File: src/rtl/dds_cfg_sequencer.sv
// dds_cfg_sequencer: glitch-free DDS reconfiguration, loading new words only at a phase wrap.
// Optional soft amplitude ramp down/up around the load is enabled by defining DDS_SOFT_RAMP_EN.
module dds_cfg_sequencer #(
    parameter logic [15:0] RAMP_STEP    = 16'h0100,
    parameter int          RAMP_DIV     = 16,
    parameter logic [23:0] WRAP_TIMEOUT = 24'd1000000
) (
    input  logic        clk,
    input  logic        rst,
    input  logic        spi_ok,
    input  logic [23:0] freq_in,
    input  logic [7:0]  wave_in,
    input  logic [15:0] amp_in,
    input  logic        phase_wrap,
    output logic [23:0] fre_dat,
    output logic [7:0]  pic_dat,
    output logic [15:0] amp_dat,
    output logic        busy,
    output logic        upd_done,
    output logic        cfg_err
);
    typedef enum logic [2:0] {IDLE, RAMP_DN, WAIT_WRAP, LOAD, RAMP_UP} state_t;
    state_t state, state_nx;
    logic spi_prev, spi_edge, cap, pending, done, wait_go;
    logic [23:0] sh_freq, to_cnt;
    logic [7:0] sh_wave;
    logic [15:0] sh_amp, amp_nx;
    assign spi_edge = spi_ok & ~spi_prev;
    assign cap = spi_edge && wave_in <= 8'd3;
    assign busy = state != IDLE;
    assign wait_go = phase_wrap || to_cnt == WRAP_TIMEOUT - 24'd1;
`ifdef DDS_SOFT_RAMP_EN
    logic [15:0] target, div_cnt;
    logic [16:0] sum;
    logic tick;
    assign tick = div_cnt == 16'(RAMP_DIV - 1);
    // 17-bit sum so ramping up never wraps past 16'hFFFF
    assign sum = {1'b0, amp_dat} + {1'b0, RAMP_STEP};
    assign done = state == RAMP_UP && amp_dat == target;
    always_comb begin
        state_nx = state;
        amp_nx = amp_dat;
        case (state)
            IDLE:      if (pending) state_nx = RAMP_DN;
            RAMP_DN:   if (amp_dat == 16'd0) state_nx = WAIT_WRAP;
                       else if (tick) amp_nx = amp_dat >= RAMP_STEP ? amp_dat - RAMP_STEP : 16'd0;
            WAIT_WRAP: if (wait_go) state_nx = LOAD;
            LOAD:      state_nx = RAMP_UP;
            RAMP_UP:   if (amp_dat == target) state_nx = IDLE;
                       else if (tick) amp_nx = sum > {1'b0, target} ? target : sum[15:0];
            default:   state_nx = IDLE;
        endcase
    end
    always_ff @(posedge clk) begin
        if (rst) begin
            target <= '0;
            div_cnt <= '0;
        end else begin
            if (state == LOAD) target <= sh_amp;
            div_cnt <= (state_nx != state || tick) ? 16'd0 : div_cnt + 16'd1;
        end
    end
`else
    assign done = state == LOAD;
    assign amp_nx = state == LOAD ? sh_amp : amp_dat;
    always_comb begin
        state_nx = state;
        case (state)
            IDLE:      if (pending) state_nx = WAIT_WRAP;
            WAIT_WRAP: if (wait_go) state_nx = LOAD;
            default:   state_nx = IDLE;
        endcase
    end
`endif
    always_ff @(posedge clk) begin
        if (rst) begin
            state <= IDLE;
            spi_prev <= 1'b1;
            pending <= 1'b0;
            sh_freq <= '0;
            sh_wave <= '0;
            sh_amp <= '0;
            fre_dat <= '0;
            pic_dat <= '0;
            amp_dat <= '0;
            upd_done <= 1'b0;
            cfg_err <= 1'b0;
            to_cnt <= '0;
        end else begin
            state <= state_nx;
            spi_prev <= spi_ok;
            if (cap) begin
                sh_freq <= freq_in;
                sh_wave <= wave_in;
                sh_amp <= amp_in;
            end
            // a capture landing on the LOAD cycle keeps the request pending
            pending <= cap | (pending & (state != LOAD));
            if (state == LOAD) begin
                fre_dat <= sh_freq;
                pic_dat <= sh_wave;
            end
            amp_dat <= amp_nx;
            upd_done <= done;
            cfg_err <= spi_edge && wave_in > 8'd3;
            to_cnt <= (state == WAIT_WRAP && state_nx == WAIT_WRAP) ? to_cnt + 24'd1 : 24'd0;
        end
    end
endmodule

File: config.mk
export PLATFORM = sky130hd
export DESIGN_NAME = dds_cfg_sequencer
export DESIGN_NICKNAME = d
export VERILOG_FILES = /design/src/rtl/dds_cfg_sequencer.sv
export SDC_FILE = /design/constraint.sdc
export NUM_CORES = 1
export LEC_CHECK = 0
export BUFFER_PORTS_ARGS = -buffer_cell sky130_fd_sc_hd__buf_2
export CORE_MARGIN = 2
export CORE_UTILIZATION = 44
export DETAILED_ROUTE_END_ITERATION = 6
export PLACE_DENSITY = 0.68
export SLEW_MARGIN = 0
export SYNTH_ARGS = -nofsm -noshare
export SYNTH_HDL_FRONTEND = slang
export SYNTH_SLANG_ARGS = --single-unit
File: constraint.sdc
create_clock -name clk -period 1.8 [get_ports clk]
set_clock_uncertainty 0.05 [all_clocks]
set_input_delay 0.27 -clock clk [delete_from_list [all_inputs] [get_ports clk]]
set_output_delay 0.27 -clock clk [all_outputs]
set_load 0.03 [all_outputs]
# Yosys cells after proc, flatten, opt, wreduce, memory -nomap -nowiden

Index checks and enable logic that the tools add are counted.

Flip-flop bits (word level): 127
Output and inout port bits: 51

$add $sub $neg: 1
$lt $le $gt $ge: 2
Equality and inequality tests: 5
Mux-type cells: 3
Bitwise operators: 5
Reduce and logical (&&, ||, !) cells: 7

Operators with widths:

| kind                                                           | count |
|---|---|
| adder 24 x 1 -> 24 bit, second input constant                  | 1 |
| equality test 24 x 20 -> 1 bit, second input constant          | 1 |
| equality test 3 x 2 -> 1 bit, second input constant            | 3 |
| > comparator 8 x 2 -> 1 bit, second input constant             | 1 |
| less-or-equal comparator 8 x 2 -> 1 bit, second input constant | 1 |
| 2-to-1 mux 3 bit                                               | 2 |
| one-hot mux 3 bit (2 select lines)                             | 1 |
| logical AND 1 bit                                              | 3 |
| logical NOT 3 bit                                              | 1 |
| != test 3 x 2 -> 1 bit, second input constant                  | 1 |
| nonzero test 3 bit                                             | 1 |
| AND 1 bit                                                      | 2 |
| inverter 1 bit                                                 | 2 |
| OR reduction 2 bit                                             | 1 |
| logical OR 1 bit                                               | 1 |
| OR 1 bit                                                       | 1 |

# Longest topological paths before layout

Gate-level depths: netlist of run 1.

Depth in word-level cells: 8
Depth in mapped cells: 6
Mapped depth without buffers: 5

# Least setup slack after synthesis of run 1

OpenSTA, ideal clock, no wires.

Path type: flip-flop to flip-flop
Start point: register to_cnt[0]
End point: register to_cnt[18]
Setup time: 70 ps
Data arrival time: 1466 ps
Setup slack: 215 ps
Cell stages (with the launch flop): 6
Buffers on the path: 0
Clock period less this slack: 1585 ps
Cells stage by stage: dfxtp_1 ha_1 and3_2 nand3_1 or4_1 a21oi_1

Longest elaborated chain between the ends: 8
Elaborated cells on any way between the ends: 9
Classes of those cells: add/sub (1); eq/ne (2); mux (2); bitwise (1); reduce/logical (3)

Ends and longest elaborated chain:

| what                               | RTL line | source |
|---|---|---|
| start, declared                    | 25       | `logic [23:0] sh_freq, to_cnt;` |
| start signal, assigned             | 106      | `to_cnt <= (state == WAIT_WRAP && state_nx == WAIT_WRAP) ? to_cnt + 24'd1 : 24'd0;` |
| equality test 24 x 20 -> 1 bit     | 31       | `assign wait_go = phase_wrap \|\| to_cnt == WRAP_TIMEOUT - 24'd1;` |
| logical OR 1 bit                   | 31       |  |
| 2-to-1 mux 3 bit                   | 70       | `WAIT_WRAP: if (wait_go) state_nx = LOAD;` |
| one-hot mux 3 bit (2 select lines) | 68       | `case (state)` |
| equality test 3 x 2 -> 1 bit       | 106      |  |
| logical AND 1 bit                  | 106      |  |
| inverter 1 bit (no line)           | n/a      |  |
| OR reduction 2 bit (no line)       | n/a      |  |

Several ways; a longest one is shown, not always the timed one.
A chain may end at the register's enable or synchronous reset.

# Worst setup path after layout of run 1

Start point: register state[1]
End point: output port busy

Longest elaborated chain between the ends: 1

Ends and longest elaborated chain:

| what                   | RTL line | source |
|---|---|---|
| start, declared        | 23       | `state_t state, state_nx;` |
| start signal, assigned | 90       | `state <= state_nx;` |
| nonzero test 3 bit     | 30       | `assign busy = state != IDLE;` |
| end, declared          | 18       | `output logic busy,` |

Every way passes these cells.

==> run_results.csv, run 1 <==
group,metric,value,unit
clocking,h-tree-depth,4,
drt,dr.pass1.iters,4,
flow_run,drv_cap,0,
yosys,yosysWarningCount,0,
global_route,grtUsageMet1,23.9,%
worst_setup_path,r2r_cells,4,
worst_setup_path,path_class,"flop to output pin",
worst_hold_path,holdPathStages,3,
worst_setup_path,endpoint_kind,"output pin",
yosys,synth_area_leader_cell,"dfxtp_1",
drt,wire_per_inst,13.1,microns
yosys,ys.flop_type,"dfxtp_1",
worst_setup_path,path_max_fanout,4,
die,fp.dieH,106,microns
final_layout,num_antenna_cells,0,
drt,vias,4297,
die,die_w,106,microns
sta,drv_slew,0,
clocking,clk_pin_slew_worst_paths,0.06,ns
yosys,async_reset_ff_share,0,%
placed_design,gp_congestion,0.784,
final_layout,area_growth_syn_to_layout,39.0,%
sta,period_minus_slack,1.76,ns
drt,vias_per_cell,5.01,
drt,drt_wl_total,11200,microns
global_route,grt_max_degree,96,
worst_setup_path,crit_chain,"or3_4, clkbuf_4",
yosys,yosys-top-cells-area,"dfxtp_1 (55%), nand2_1 (15%), a21oi_1 (11%)",
clocking,cts_sinks,127,
final_layout,final_nets,762,
yosys,synth_top_area_share,55.1,%
placed_design,place.port_buffers,102,
placed_design,place_hpwl,6800,microns
final_layout,fin_cells,858,
worst_setup_path,slowest_stage,"or3_4",
worst_setup_path,cp_data_required_time,1.48,ns
sta,rsz0062_at_grt,"no",
worst_setup_path,slowest_delay,0.41,ns
placed_design,dp_cells,780,
power_and_ir_drop,power_density,1010,nW/um^2
die,die_area,11300,sq um
sta,max_freq,569,MHz
final_layout,utilization,62.7,%
sta,final-setup-viol-count,0,
power_and_ir_drop,power,6.47,mW
worst_setup_path,crit_arrival,1.44,ns
yosys,ys_seq_elements,127,
power_and_ir_drop,ir_worst_vdd,557,uV
yosys,synth_area_per_cell,8.18,sq um
global_route,grt_pass1_wl,18600,microns
global_route,met2_usage,35.9,%
sta,setup-tns-final,0,ns
sta,hold_ws,0.0430,ns
yosys,synthCells,564,
clocking,clock_latency,0.51,ns
yosys,synth-edff-count,0,
yosys,synth.net_count,617,
yosys,syn-cell-area,4610,sq um
global_route,antenna_found_initial,0,
yosys,synthTopCellsByCount,"nand2_1 (189), dfxtp_1 (127), a21oi_1 (102), clkbuf_1 (31), nor2_1 (23)",
sta,period_share,97.7,%
die,start_util,45.1,%
final_layout,drive_gt1_share,23.5,%
die,ios,103,
power_and_ir_drop,leakagePower,2.42,nW
clocking,cts_tree,"built",
drt,drt_iter0_markers,261,
sta,hold_viol_final,0,
die,rows,37,
clocking,cts_buffers,17,
global_route,grt_pass1_vias,4131,
yosys,synth.most_common_cell,"nand2_1",
yosys,synth_seq_area_share,55.1,%
global_route,met3_usage,5.64,%
die,core_region_area,10200,sq um
clocking,cts-root-buf,"clkbuf_8",
outcome,status,"complete, no violations",
worst_hold_path,hp-class,"primary input to flop",
drt,ant_nets,0,
global_route,grtUsageTotal,20.5,%
clocking,clock_path_buffers,2,
drt,route.detailed.drc,0,
global_route,globalRouteOverflowTotal,0,
global_route,busiest_layer,"met2",
worst_setup_path,cp-start-kind,"flop",
yosys,synth.distinct_cells,39,
flip-flops by register name, summed over array words and instances (netlist names):
name,flops
to_cnt,24
pic_dat,8
sh_freq,24
sh_amp,16
state,3
spi_prev,1
amp_dat,16
pending,1
upd_done,1
fre_dat,24
sh_wave,8
cfg_err,1
through the flow:
step	area [sq um]	setup WS, ns
global placement	5310	0.123
global route	6410	0.000306
floorplan	4610	0.215
detailed placement	5310	0.0297
finish	6410	0.0410
CTS	6380	0.00156
final cells by class:
cell class	instances	area (sq um)
clock buffers	18	428
clock inverters	14	180
fillers	848	3820
flip-flops and latches	127	2550
inverters	3	11.3
repair buffers	161	1120
well taps	136	170
multi-input cells	399	1950
worst max-delay path, delay by kind of cell (launching register included):
family | cells | cell delay [ns]
buffers and inverters | 1 | 0.19
flip-flops | 1 | 0.33
AND/OR/NAND/NOR | 1 | 0.41
metal layers:
metal	share of wire (%)	vias up
met3	4.5	11
met4	1.3	0
met1	44	1996
met2	50	113
met5	0	-
li1	-	2177
logic make-up after synthesis:
family / share of synthesized area, %
AO/OA/AOI/OAI: 13.4
XOR/XNOR: 2.09
adder cells (fa/ha/maj): 0.271
buffers and inverters: 3.20
flip-flops: 55.1
other: 0.0813
AND/OR/NAND/NOR: 25.9
report_power, final:
part	leakage, nW	internal [mW]	switching (mW)
clock	0.298	2.17	1.28
sequential	1.02	2.82	0.00267
combinational	1.10	0.118	0.0794
total	2.42	5.10	1.36
cell usage in the layout (no fill, tap or decap), types with 2 or more instances in the layout:
cell type      instances
and4_2                 3
a21oi_1              102
or3_1                  2
inv_1                  2
nor4_1                 5
xnor2_1                8
or3_4                  2
clkinv_4               4
or4_1                  7
o21ai_0                3
bufinv_16              3
clkbuf_8               2
o31ai_1                7
xor2_1                 3
buf_12                 4
clkinv_2               2
nand4_1                5
nand3_2                2
nor3_1                 2
nor2_1                21
dfxtp_2                3
buf_4                  9
dlygate4sd3_1         46
inv_6                  3
nand3_1                8
or2_2                  2
nand4_2                2
dfxtp_1              124
buf_2                101
and2_1                 6
clkbuf_16             16
nand2_1              189
a31oi_1                2
and3_1                 2
worst paths after layout:
kind | startpoint | endpoint | slack [ns]
min reg2reg | sh_wave[4] | pic_dat[4] | 0.39
max reg2reg | to_cnt[2] | to_cnt[13] | 0.12
max | state[1] | busy | 0.04
min | wave_in[6] | cfg_err | 0.04
repair_timing:
action / CTS / global route
buffers inserted: 0 / 0
resized for setup: 0 / 10
setup endpoints to repair: 0 / 25
endpoints found under the hold margin: 45 / 0
hold buffers: 46 / 0
(Power assumes the default switching activity.)
==> run 2: changes to the inputs <==
- BUFFER_PORTS_ARGS: -buffer_cell sky130_fd_sc_hd__buf_2 -> not set
- DONT_BUFFER_PORTS: not set -> 1
- PLACE_DENSITY: 0.68 -> 0.6
==> run 2 against run 1 <==
Critical path depth decreased by 1. The run now ends with negative hold slack left. Largest power group unchanged. Cell count decreased by 16%. First-iteration DRC count decreased by 20%. Via count decreased by 12%. Die area unchanged. Sequential share of layout area increased by 6.1 points. Maximum frequency increased by 3.6%. Sequential cell count unchanged. Worst hold slack got worse by 0.26 ns.
==> run_results.csv, run 2 (synthesis gave the netlist of run 1 again) <==
group,metric,value,unit
worst_setup_path,cp.buffers_inverters,0,
power_and_ir_drop,power_density,1140,nW/um^2
placed_design,place.port_buffers,0,
sta,period_minus_slack,1.70,ns
drt,wire_per_inst,14.5,microns
final_layout,final_area,5560,sq um
outcome,violations,"negative hold slack",
final_layout,mostFrequentLayoutCells,"nand2_1 (189), dfxtp_1 (122), a21oi_1 (102)",
sta,drv_slew,0,
placed_design,gp_congestion,0.853,
final_layout,drive_gt1_share,11.4,%
worst_setup_path,slowest_stage,"or3_1",
clocking,cts_buffers,17,
global_route,grt_max_degree,97,
global_route,antenna_found_initial,0,
worst_setup_path,cp-start-kind,"flop",
power_and_ir_drop,sw_frac_of_total,18.7,%
sta,max_freq,589,MHz
worst_setup_path,path_class,"flop to output pin",
power_and_ir_drop,power,6.34,mW
placed_design,dp_cells,679,
die,rows,37,
die,die_w,106,microns
drt,dr.pass1.iters,4,
global_route,grtUsageTotal,18.9,%
worst_setup_path,path_max_fanout,4,
worst_setup_path,crit_arrival,1.38,ns
clocking,clock_latency,0.51,ns
worst_setup_path,cp_data_required_time,1.48,ns
sta,hold_ws,-0.221,ns
power_and_ir_drop,clock_power_share,54.9,%
sta,hold_viol_final,91,
final_layout,final_nets,628,
worst_setup_path,r2r_cells,4,
final_layout,utilization,54.3,%
power_and_ir_drop,p_int,5.15,mW
final_layout,fin_cells,724,
final_layout,top_regs,"fre_dat (24), sh_freq (24), to_cnt (24)",
worst_setup_path,r2r_slack,0.13,ns
worst_setup_path,startpoint,"state[1]",
placed_design,place_hpwl,6570,microns
final_layout,area_growth_syn_to_layout,20.5,%
sta,period_share,94.3,%
placed_design,dp_slack,0.0423,ns
worst_setup_path,rr_endpoint,"to_cnt[13]",
die,fp.dieH,106,microns
clocking,ctsHoldBuffers,12,
sta,setup-tns-final,0,ns
worst_setup_path,crit_family,"simple AND/OR/NAND/NOR gates",
power_and_ir_drop,power_switching,1.19,mW
clocking,cts_sinks,127,
final_layout,num_antenna_cells,0,
worst_hold_path,holdPathStages,1,
die,start_util,45.1,%
power_and_ir_drop,leakagePower,1.81,nW
sta,fin_ws,0.102,ns
clocking,post_cts_buffers,0,
worst_setup_path,regToRegStartpoint,"to_cnt[4]",
power_and_ir_drop,seqPwrFrac,44.5,%
die,core_region_area,10200,sq um
die,die_area,11300,sq um
drt,drt_wl_total,10500,microns
drt,route.detailed.drc,0,
clocking,h-tree-depth,4,
drt,ant_nets,0,
worst_setup_path,slowest_delay,0.54,ns
outcome,status,"complete, but fails checks",
sta,final-setup-viol-count,0,
final_layout,fillers,968,
worst_setup_path,endpoint_kind,"output pin",
die,ios,103,
worst_setup_path,crit_chain,"or3_1",
global_route,grt_pass1_vias,3653,
worst_setup_path,crit_end,"busy",
drt,drt_iter0_markers,209,
clocking,cts_tree,"built",
power_and_ir_drop,ir_worst_vdd,435,uV
worst_setup_path,path_depth,1,
sta,rsz0062_at_grt,"no",
worst_hold_path,hp-class,"primary input to flop",
drt,vias_per_cell,5.20,
placed_design,postPlaceCellArea,4790,sq um
final_layout,final_common_cell,"nand2_1",
flow_run,drv_cap,0,
power_and_ir_drop,pwr-share-comb,0.5,%
clocking,clock_path_buffers,2,
drt,vias,3764,
clocking,cts-root-buf,"clkbuf_8",
global_route,grt_pass1_wl,17000,microns
clocking,clk_pin_slew_worst_paths,0.06,ns
global_route,globalRouteOverflowTotal,0,
==> run 2: layer usage <==
layer  part of all wire, %  track usage [%]
met5                     0                0
met4                  0.97             6.58
met3                   7.2             8.28
met2                    48             31.3
met1                    44             21.9
==> run 2: cell type report <==
| type | count | area [sq um] | area share [%] |
|---|---|---|---|
| multi-input cells | 399 | 1940 | 35.0 |
| inverters | 3 | 11.3 | 0.203 |
| repair buffers | 27 | 275 | 4.95 |
| clock inverters | 11 | 161 | 2.90 |
| flip-flops and latches | 127 | 2550 | 45.8 |
| clock buffers | 21 | 449 | 8.08 |
| well taps | 136 | 170 | 3.06 |
==> run 2: worst min path at each step <==
stage               startpoint           to  slack, ns
finish                     rst  fre_dat[22]      -0.22
global route               rst  sh_freq[22]      -0.25
CTS                        rst  sh_freq[22]      -0.25
detailed placement         rst  sh_freq[22]       0.30
global placement           rst  sh_freq[17]       0.30
floorplan               spi_ok     spi_prev       0.33
==> run 2: repair_timing <==
item                                    in CTS  in global routing
hold endpoints to repair                   100                 91
endpoints found under the setup margin       0                 25
resized for setup                            0                  9
==> run 2: power by group through the flow <==
stage                     registers, mW  clock network (mW)  logic, mW
after global placement             2.88                   0     0.0186
after CTS                          2.82                3.57     0.0343
after floorplan                    2.88                   0     0.0433
after detailed placement           2.88                   0     0.0193
after global routing               2.82                3.67     0.0383
final                              2.82                3.48     0.0346
==> run 3: changes to the inputs <==
- CELL_PAD_IN_SITES_DETAIL_PLACEMENT: not set -> 0
- CELL_PAD_IN_SITES_GLOBAL_PLACEMENT: not set -> 2
- CORE_UTILIZATION: 44 -> 36
- PLACE_DENSITY: 0.6 -> 0.79
==> run 3 against run 2 <==
Design area decreased by 0.27%. Critical endpoint is now to_cnt[13]. Largest cell class unchanged. The flow still finishes with violations (negative hold slack). Register-to-register slack lost 0.02 ns. Power decreased by 3.7%.
==> run_results.csv, run 3 (synthesis gave the netlist of run 1 again) <==
group,metric,value,unit
clocking,clock_latency,0.41,ns
final_layout,drive_gt1_share,11.0,%
sta,hold_ws,-0.125,ns
drt,vias,3753,
placed_design,place.port_buffers,0,
sta,period_share,94.1,%
final_layout,area_growth_syn_to_layout,20.2,%
power_and_ir_drop,power_switching,1.19,mW
die,die_w,117,microns
clocking,h-tree-depth,4,
sta,drv_slew,0,
worst_setup_path,crit_arrival,1.98,ns
die,ios,103,
drt,vias_per_cell,4.97,
global_route,grt_pass1_wl,17200,microns
worst_setup_path,r2r_slack,0.11,ns
die,die_area,13700,sq um
sta,hold_viol_final,91,
drt,wire_per_inst,14.5,microns
placed_design,dp_slack,0.0435,ns
placed_design,gp_congestion,0.765,
power_and_ir_drop,power_density,1100,nW/um^2
worst_setup_path,slowest_delay,0.47,ns
final_layout,mostFrequentLayoutCells,"nand2_1 (189), dfxtp_1 (124), a21oi_1 (102)",
global_route,grtUsageTotal,16.2,%
global_route,grt_pass1_vias,3445,
worst_hold_path,hp-class,"primary input to flop",
clocking,cts-root-buf,"clkbuf_16",
worst_setup_path,r2r_cells,4,
drt,drt_wl_total,11000,microns
worst_setup_path,rr_endpoint,"to_cnt[13]",
drt,ant_nets,0,
power_and_ir_drop,pwr-share-comb,0.4,%
worst_setup_path,cp-start-kind,"flop",
outcome,violations,"negative hold slack",
sta,max_freq,590,MHz
final_layout,final_nets,623,
power_and_ir_drop,p_int,4.91,mW
final_layout,final_common_cell,"nand2_1",
final_layout,num_antenna_cells,0,
global_route,globalRouteOverflowTotal,0,
global_route,antenna_found_initial,0,
clocking,clk_pin_slew_worst_paths,0.05,ns
die,start_util,36.7,%
sta,tightest_slew,0.497,ns
worst_setup_path,cp_data_required_time,2.09,ns
outcome,status,"complete, but fails checks",
clocking,cts_tree,"built",
worst_setup_path,regToRegStartpoint,"to_cnt[4]",
worst_hold_path,holdPathStages,1,
die,core_region_area,12600,sq um
power_and_ir_drop,sw_frac_of_total,19.6,%
final_layout,top_regs,"fre_dat (24), sh_freq (24), to_cnt (24)",
sta,final-setup-viol-count,0,
power_and_ir_drop,ir_worst_vdd,563,uV
drt,drt_iter0_markers,220,
clocking,cts_buffers,17,
die,rows,41,
power_and_ir_drop,seqPwrFrac,46.3,%
clocking,ctsHoldBuffers,6,
sta,period_minus_slack,1.69,ns
worst_setup_path,cp.buffers_inverters,0,
die,fp.dieH,117,microns
drt,route.detailed.drc,0,
worst_hold_path,worstHoldStart,"rst",
clocking,cts_sinks,127,
placed_design,place_hpwl,6790,microns
worst_setup_path,path_class,"flop to flop",
clocking,clock_path_buffers,2,
flow_run,drv_cap,0,
worst_setup_path,path_max_fanout,7,
worst_setup_path,crit_family,"simple AND/OR/NAND/NOR gates",
sta,setup-tns-final,0,ns
worst_setup_path,slowest_stage,"or4b_1",
drt,dr.pass1.iters,4,
worst_setup_path,crit_chain,"nand2_2, or3_4, or4b_1, a21oi_1",
global_route,grt_max_degree,97,
worst_setup_path,endpoint_kind,"flop",
power_and_ir_drop,leakagePower,1.78,nW
sta,fin_ws,0.106,ns
sta,slew-limit-headroom,66.8,%
power_and_ir_drop,clock_power_share,53.3,%
worst_hold_path,hold_end,"fre_dat[15]",
run 3: stage by stage:
stage	util [%]	cells	power (mW)	area, sq um
final	44.1	755	6.10	5550
after global routing	44.1	755	6.31	5550
after CTS	43.7	754	6.18	5490
after detailed placement	38.7	716	2.90	4860
after global placement	38.7	716	2.90	4860
after floorplan	-	564	2.92	4610
run 3: worst reg2reg max path, stage by stage (launching register included):
cell and delay [ns]:
dfxtp_1 0.40, nand2_2 0.14, or3_4 0.42, or4b_1 0.47, a21oi_1 0.15
run 3: per-layer routing:
layer | routed length, microns | vias to the layer above | global-route usage (%)
met1 | 4950 | 1757 | 20.1
li1 | - | 1899 | -
met3 | 749 | 16 | 6.13
met2 | 5070 | 81 | 25.3
met4 | 199 | 0 | 6.82
met5 | 0 | - | 0
run 3: cell type report:
class / instances / area (sq um)
clock buffers: 27 / 513
clock inverters: 5 / 52.6
fillers: 1307 / 7020
inverters: 3 / 11.3
multi-input cells: 399 / 1960
flip-flops and latches: 127 / 2550
well taps: 172 / 215
repair buffers: 22 / 248
run 3: power by group through the flow:
stage,logic [mW],clock network (mW),registers (mW)
2_1_floorplan,0.0433,0,2.88
3_3_place_gp,0.0184,0,2.88
3_5_place_dp,0.0190,0,2.88
4_1_cts,0.0267,3.34,2.82
5_1_grt,0.0294,3.46,2.82
6_report,0.0266,3.25,2.82
run 3: timing repair:
action                     in CTS  in global routing
setup endpoints to repair       0                 11
setup buffers                   0                  0
resized for setup               0                  9
hold endpoints to repair       96                 91
run 3: how the worst max path moves through the flow:
stage,start,end,cells past startpoint
2_1_floorplan,to_cnt[0],to_cnt[18],5
3_3_place_gp,to_cnt[0],to_cnt[18],5
3_5_place_dp,to_cnt[0],to_cnt[18],5
4_1_cts,to_cnt[0],to_cnt[18],5
5_1_grt,to_cnt[1],to_cnt[18],5
6_report,to_cnt[4],to_cnt[13],4
